## config.mk

```make
export PLATFORM = sky130hd
export DESIGN_NAME = timer_dev
export DESIGN_NICKNAME = d
export VERILOG_FILES = /design/src/rtl/timer_dev.sv
export SDC_FILE = /design/constraint.sdc
export NUM_CORES = 1
export LEC_CHECK = 0
export ABC_AREA = 1
export ABC_CLOCK_PERIOD_IN_PS = 1750
export CORE_ASPECT_RATIO = 1.5
export CORE_MARGIN = 3
export CORE_UTILIZATION = 45
export DETAILED_ROUTE_END_ITERATION = 8
export PLACE_DENSITY = 0.71
export SETUP_SLACK_MARGIN = 0.02
export SYNTH_ARGS = -nofsm -noshare
export SYNTH_HDL_FRONTEND = slang
export SYNTH_SLANG_ARGS = --single-unit
```

## constraint.sdc

```tcl
create_clock -name clk -period 1.75 [get_ports clk]
set_input_delay 0.525 -clock clk [delete_from_list [all_inputs] [get_ports clk]]
set_output_delay 0.525 -clock clk [all_outputs]
set_load 0.005 [all_outputs]
```

## src/rtl/timer_dev.sv

```systemverilog
`default_nettype none
// ============================================================================
// Module      : timer_dev
// Description : Programmable down-counting timer peripheral. It has one-shot
//               and auto-reload modes, a preset register, a readable live
//               count and a sticky pending flag. The pending flag drives a
//               level-sensitive interrupt.
//               Defining TIMER_PRESCALE_EN adds a PRESCALE register and a
//               tick divider in front of the down-counter.
// Revision    : 1.0 - initial release
// ============================================================================
module timer_dev #(
   parameter int PRESCALE_W = 16
) (
   input  logic        clk,
   input  logic        rst,
   input  logic [1:0]  addr,
   input  logic        we,
   input  logic [31:0] din,
   output logic [31:0] dout,
   output logic        irq
);

   localparam logic [1:0] c_ADDR_CTRL   = 2'd0;
   localparam logic [1:0] c_ADDR_PRESET = 2'd1;
   localparam logic [1:0] c_ADDR_COUNT  = 2'd2;
   localparam logic [1:0] c_ADDR_PSC    = 2'd3;
   localparam logic [1:0] c_MODE_RELOAD = 2'b01;

   typedef enum logic [1:0] {
      ST_IDLE = 2'd0,
      ST_LOAD = 2'd1,
      ST_CNT  = 2'd2,
      ST_INT  = 2'd3
   } state_t;

   state_t                r_state;
   logic                  r_en;
   logic [1:0]            r_mode;
   logic                  r_im;
   logic                  r_pend;
   logic [31:0]           r_preset;
   logic [31:0]           r_count;
   logic [PRESCALE_W-1:0] w_prescale_rd;
   logic                  w_ctrl_wr;
   logic                  w_tick;
   logic                  w_terminal;

   assign w_ctrl_wr  = we && (addr == c_ADDR_CTRL);
   // Terminal count is only recognised on a tick of an enabled, running counter
   assign w_terminal = (r_state == ST_CNT) && r_en && w_tick && (r_count <= 32'd1);
   assign irq        = r_pend & r_im;

`ifdef TIMER_PRESCALE_EN
   logic [PRESCALE_W-1:0] r_prescale;
   logic [PRESCALE_W-1:0] r_psc;

   assign w_tick        = (r_psc == '0);
   assign w_prescale_rd = r_prescale;

   // PRESCALE register and divider: PRESCALE+1 cycles per count decrement
   always_ff @(posedge clk or negedge rst) begin
      if (!rst) begin
         r_prescale <= '0;
         r_psc      <= '0;
      end else begin
         if (we && (addr == c_ADDR_PSC)) begin
            r_prescale <= din[PRESCALE_W-1:0];
         end
         if ((r_state == ST_LOAD) || ((r_state == ST_CNT) && r_en && w_tick)) begin
            r_psc <= r_prescale;
         end else if ((r_state == ST_CNT) && r_en) begin
            r_psc <= r_psc - PRESCALE_W'(1);
         end
      end
   end
`else
   assign w_tick        = 1'b1;
   assign w_prescale_rd = '0;
`endif

   // Control/state machine: CTRL and PRESET registers, live count, pending flag
   always_ff @(posedge clk or negedge rst) begin
      if (!rst) begin
         r_state  <= ST_IDLE;
         r_en     <= 1'b0;
         r_mode   <= 2'b00;
         r_im     <= 1'b0;
         r_pend   <= 1'b0;
         r_preset <= 32'd0;
         r_count  <= 32'd0;
      end else begin
         // A PRESET write only lands in the count at the next LOAD
         if (we && (addr == c_ADDR_PRESET)) begin
            r_preset <= din;
         end

         case (r_state)
            ST_IDLE: begin
               if (r_en) begin
                  r_state <= ST_LOAD;
               end
            end
            ST_LOAD: begin
               if (!r_en) begin
                  r_state <= ST_IDLE;
               end else begin
                  r_count <= r_preset;
                  r_state <= ST_CNT;
               end
            end
            ST_CNT: begin
               if (!r_en) begin
                  r_state <= ST_IDLE;
               end else if (w_terminal) begin
                  r_count <= 32'd0;
                  r_state <= ST_INT;
               end else if (w_tick) begin
                  r_count <= r_count - 32'd1;
               end
            end
            default: begin
               if (r_en && (r_mode == c_MODE_RELOAD)) begin
                  r_state <= ST_LOAD;
               end else begin
                  r_en    <= 1'b0;
                  r_state <= ST_IDLE;
               end
            end
         endcase

         // Setting pend has priority over the clear-on-CTRL-write
         if (w_terminal) begin
            r_pend <= 1'b1;
         end else if (w_ctrl_wr) begin
            r_pend <= 1'b0;
         end

         // Written CTRL bits override the automatic EN clear in INT
         if (w_ctrl_wr) begin
            r_en   <= din[0];
            r_mode <= din[2:1];
            r_im   <= din[3];
         end
      end
   end

   // Zero-latency read mux
   always_comb begin
      dout = 32'd0;
      case (addr)
         c_ADDR_CTRL:   dout = {27'd0, r_pend, r_im, r_mode, r_en};
         c_ADDR_PRESET: dout = r_preset;
         c_ADDR_COUNT:  dout = r_count;
         default:       dout = 32'(w_prescale_rd);
      endcase
   end

endmodule
`default_nettype wire

```

# Yosys cells after proc, flatten, opt, wreduce, memory -nomap -nowiden
# Cells that the tools add are included.
# W data, S select, Z words.
# word_totals
ff_bits	71
# classes
n_reduce_logical	13
n_addsub	1
order_cmp	1
n_eq_ne	11
n_mux	16
bitwise_logic	1
# op_table
operator	n
$mux W32	3
$pmux W32 S3	1
$pmux W32 S2	1
$le A32 B1 Y1 const B	1
$sub A32 B1 Y32 const B	1
$mux W2	4
$ne A2 B2 Y1 const B	4
$eq A2 B1 Y1 const B	3
$mux W1	6
$pmux W2 S3	1
$logic_and A1 B1 Y1	5
$eq A2 B2 Y1 const B	2
$logic_not A2 Y1	2
$reduce_and A2 Y1	2
$reduce_bool A2 Y1	2
$ne A3 B3 Y1 const B	1
$reduce_and A3 Y1	1
$reduce_or A3 Y1	1
$ne A2 B1 Y1 const B	1
$and A1 B1 Y1	1

# Longest topological paths before layout
# depth
ltp_word	6
mapped_depth	10

# Worst setup path after synthesis
# Ideal clock, no wire load.
# synth_timing
kind	input port to output port
start	input addr[1]
end	output dout[1]
n_path_buf	2
t_arrival_ps	1278
stages	5
path_slack_ps	-53
path_cell_list	buf_2 > nor2_4 > buf_1 > nand2_1 > o211ai_1
# synth_between
elab_chain_cells	2
word_cells_on_any_way	4
classes_between	eq/ne (2); mux (1); reduce/logical (1)
# synth_rtl
element	line_no	text
start, declared	17	input logic [1:0] addr,
$eq A2 B2 Y1, or another cell as far along	151	case (addr)
$pmux W32 S3 *	151	
end, declared	20	output logic [31:0] dout,
# Every way passes the cells marked *; elsewhere a longest branch is shown, timed or not.

# Worst setup path in the final report
# layout_timing
start	input addr[1]
end	output dout[2]
# The elaborated chain is that of the path after synthesis.

==> reports/metrics.yaml <==
clocking:
  h-tree-depth: 3
  clock_latency_ns: 0.37
  clockBufferDepth: 2
  cts_root_buf: "clkbuf_16"
  numCtsBuffers: 9
  cts.sinks: 71
  cts_hold_buffers: 0
  cts_tree: "done"
  path_clk_slew_ns: 0.06
timing:
  worst_pin_slew_ns: 0.408
  setup_viol: 94
  post-route-period-util_pct: 119
  max_freq_mhz: 481
  report.final.hold_viol_count: 0
  relSlewSlack_pct: 72.8
  min_period_ns: 2.08
  fin_ws_ns: -0.328
  finClkSkew_ns: 0.0164
  grt_setup_unrepaired: "yes"
  final_max_slew_viol_count: 0
routing:
  totalWireLength_mm: 19.9
  drtIter0Drc: 594
  antenna_left: 0
  wl_per_cell_um: 23.5
  vias: 5260
  drc_errors: 0
  drtPass1Iterations: 5
  via_per_inst: 6.20
finish:
  drive_above_1_share_pct: 50.4
  syn_to_final_growth_pct: 67.4
  instances_no_fill: 848
  fill_cells: 508
  nets: 770
  diodes: 0
synth:
  yosysUniqueCellTypes: 27
  synthTopCellsByArea: "dfrtp_1, nand2_1, a21oi_1"
  syn_nets: 592
  synth_top_area_share_pct: 40.8
  yosysSeqAreaShare_pct: 40.8
  synth_area_mm2: 0.00435
  synth_edf_count: 0
  yosys.area.top_type: "dfrtp_1"
  synthArstFlopShare_pct: 100
  syn_avg_cell_area_um2: 7.87
  syn_inst: 553
  ys.flop_type: "dfrtp_1"
  ys_ff_latch: 71
  yosys_warnings: 0
worst_setup_path:
  worstSetupStartpointType: "primary input"
  setup.worst_path.end_class: "primary output"
  slowest_delay_ns: 0.16
  cp.required_ns: 1.22
  worstSetupPathType: "primary input to primary output"
  critPathArrivalTime_ns: 1.55
  cp_cell_sequence: "buf_8 > buf_6 > nor2_4 > buf_12 > buf_12 > buf_12 > nand2_4 > o211ai_1 > buf_2"
  cp_slowest_cell: "buf_2"
  crit_path_frequent_cell: "buf_12"
  critPathMaxFanout: 5
  critPathTopFamily: "buffers and inverters"
  crit_buf_inv: 6
floorplanning:
  io_pins: 70
  die_y_um: 126
  die-area_mm2: 0.0109
  rows: 43
  start_util_pct: 46.5
  core_area_mm2: 0.00936
  die_x_um: 86.3
placement:
  dpl_worst_slack_ns: -1.04
  place_inst: 773
  dp_hpwl_mm: 9.05
  gp_congestion: 0.940
  port-buffer-count: 69
global_route:
  grt_max_degree: 72
  antenna_found_initial: 0
  grt_overflow: 0
  grt_pass1_wl_mm: 27.0
  grt_pass1_vias: 5249
  grtUsageTotal_pct: 32.5
power:
  p_per_area_mw_per_mm2: 1400
  p_int_mw: 5.63
  power_leakage_nw: 3.33
  sw_frac_of_total_pct: 44.7
  irDropWorstVdd_mv: 0.990
  pwr-share-seq_pct: 28.5
  p_switching_mw: 4.55
  p_comb_share_pct: 51.6
  clkPwrFrac_pct: 19.9
  power_mw: 10.2
status:
  status: "finished, violations left"
  violations: "setup timing"
run:
  max-cap-violations: 0
hold_path:
  hold_path.class: "primary input to async pin"
==> cells in the mapped netlist (all sizes together), types with 2 or more instances <==
library cell,n
buf,12
dfrtp,71
nand2,126
clkbuf,9
nand4,3
xor2,14
a21oi,66
mux2,28
nor2,90
ha,2
o21ai,35
inv,47
o211ai,4
nand3,42
==> metal layers <==
metal	GRT usage [%]	part of all wire, %	vias up
li1	-	-	2174
met1	35.0	34	2543
met2	54.5	49	374
met3	6.63	7.4	169
met4	25.5	10	0
met5	0	0	-
==> layout make-up <==
cell class	instances	area [µm²]	area share, %
timing repair buffer	187	1830	25.1
clock buffer	14	274	3.76
multi-input combinational	415	3040	41.8
clock inverter	2	37.5	0.515
sequential	71	1780	24.4
tap	112	140	1.92
inverter	47	181	2.49
==> per-stage QoR <==
stage          TNS (ns)  cell area, µm²  hold slack, ns  utilization, %
3_5_place_dp     -50.12            5570           0.475            59.5
2_1_floorplan         0            4360           0.229               -
5_1_grt          -18.08            7280           0.213            77.8
6_report         -14.61            7280           0.192            77.8
3_3_place_gp     -47.63            5570           0.469            59.5
4_1_cts           -9.19            6720           0.231            71.8
==> path summary, 6_finish.rpt <==
path,start,to,slack (ns),depth (start not counted)
worst max-delay path,addr[1],dout[2],-0.33,9
worst min-delay path,rst,r_preset[27],0.19,2
worst max register to register,r_count[2],r_count[28],-0.15,12
worst min register to register,r_mode[1],r_mode[1],0.49,2
max in group asynchronous,rst,r_preset[0],1.23,2
min in group clk,r_mode[1],r_mode[1],0.49,2
==> power groups by stage <==
stage / Combinational [mW] / Clock [mW] / Sequential (mW)
after floorplan: 1.90 / 0 / 2.71
after global placement: 3.37 / 0 / 2.70
after detailed placement: 3.47 / 0 / 2.72
after CTS: 4.03 / 1.94 / 2.74
after global routing: 5.52 / 2.08 / 2.92
final: 5.25 / 2.03 / 2.90
==> kinds of logic (layout without fill, tap and decap cells) <==
family                     count (synthesis)  in the layout  share of synthesized area, %
AOI/OAI and AO/OA                        107            107                          12.7
xor gates and xnor gates                  14             14                          2.82
adders and majority gates                  2              2                         0.575
buffers and inverters                     68            250                          6.56
DFF                                       71             71                          40.8
muxes                                     28             28                          7.25
and+or+nand+nor                          263            264                          29.3
==> flip-flops by register name, summed over array words and instances, names as in the netlist <==
name / count
r_pend: 1
r_en: 1
r_mode: 2
r_preset: 32
r_state: 2
r_im: 1
r_count: 32
==> repair_timing <==
action / in CTS / in global routing
buffers inserted: 38 / 20
endpoints found under the setup margin: 97 / 94
gates resized for setup: 274 / 134
pin swaps: 28 / 40
cloned: 11 / 1
==> placed cells by master (no fill, tap or decap), drive strengths merged, types with 14 or more instances in the layout <==
cell type,instances
clkdlybuf4s50,33
dfrtp,71
a21oi,66
inv,47
clkbuf,16
xor2,14
o21ai,35
nand2,126
buf,151
nor2,91
mux2,28
nand3,42
(Power assumes the default switching activity.)
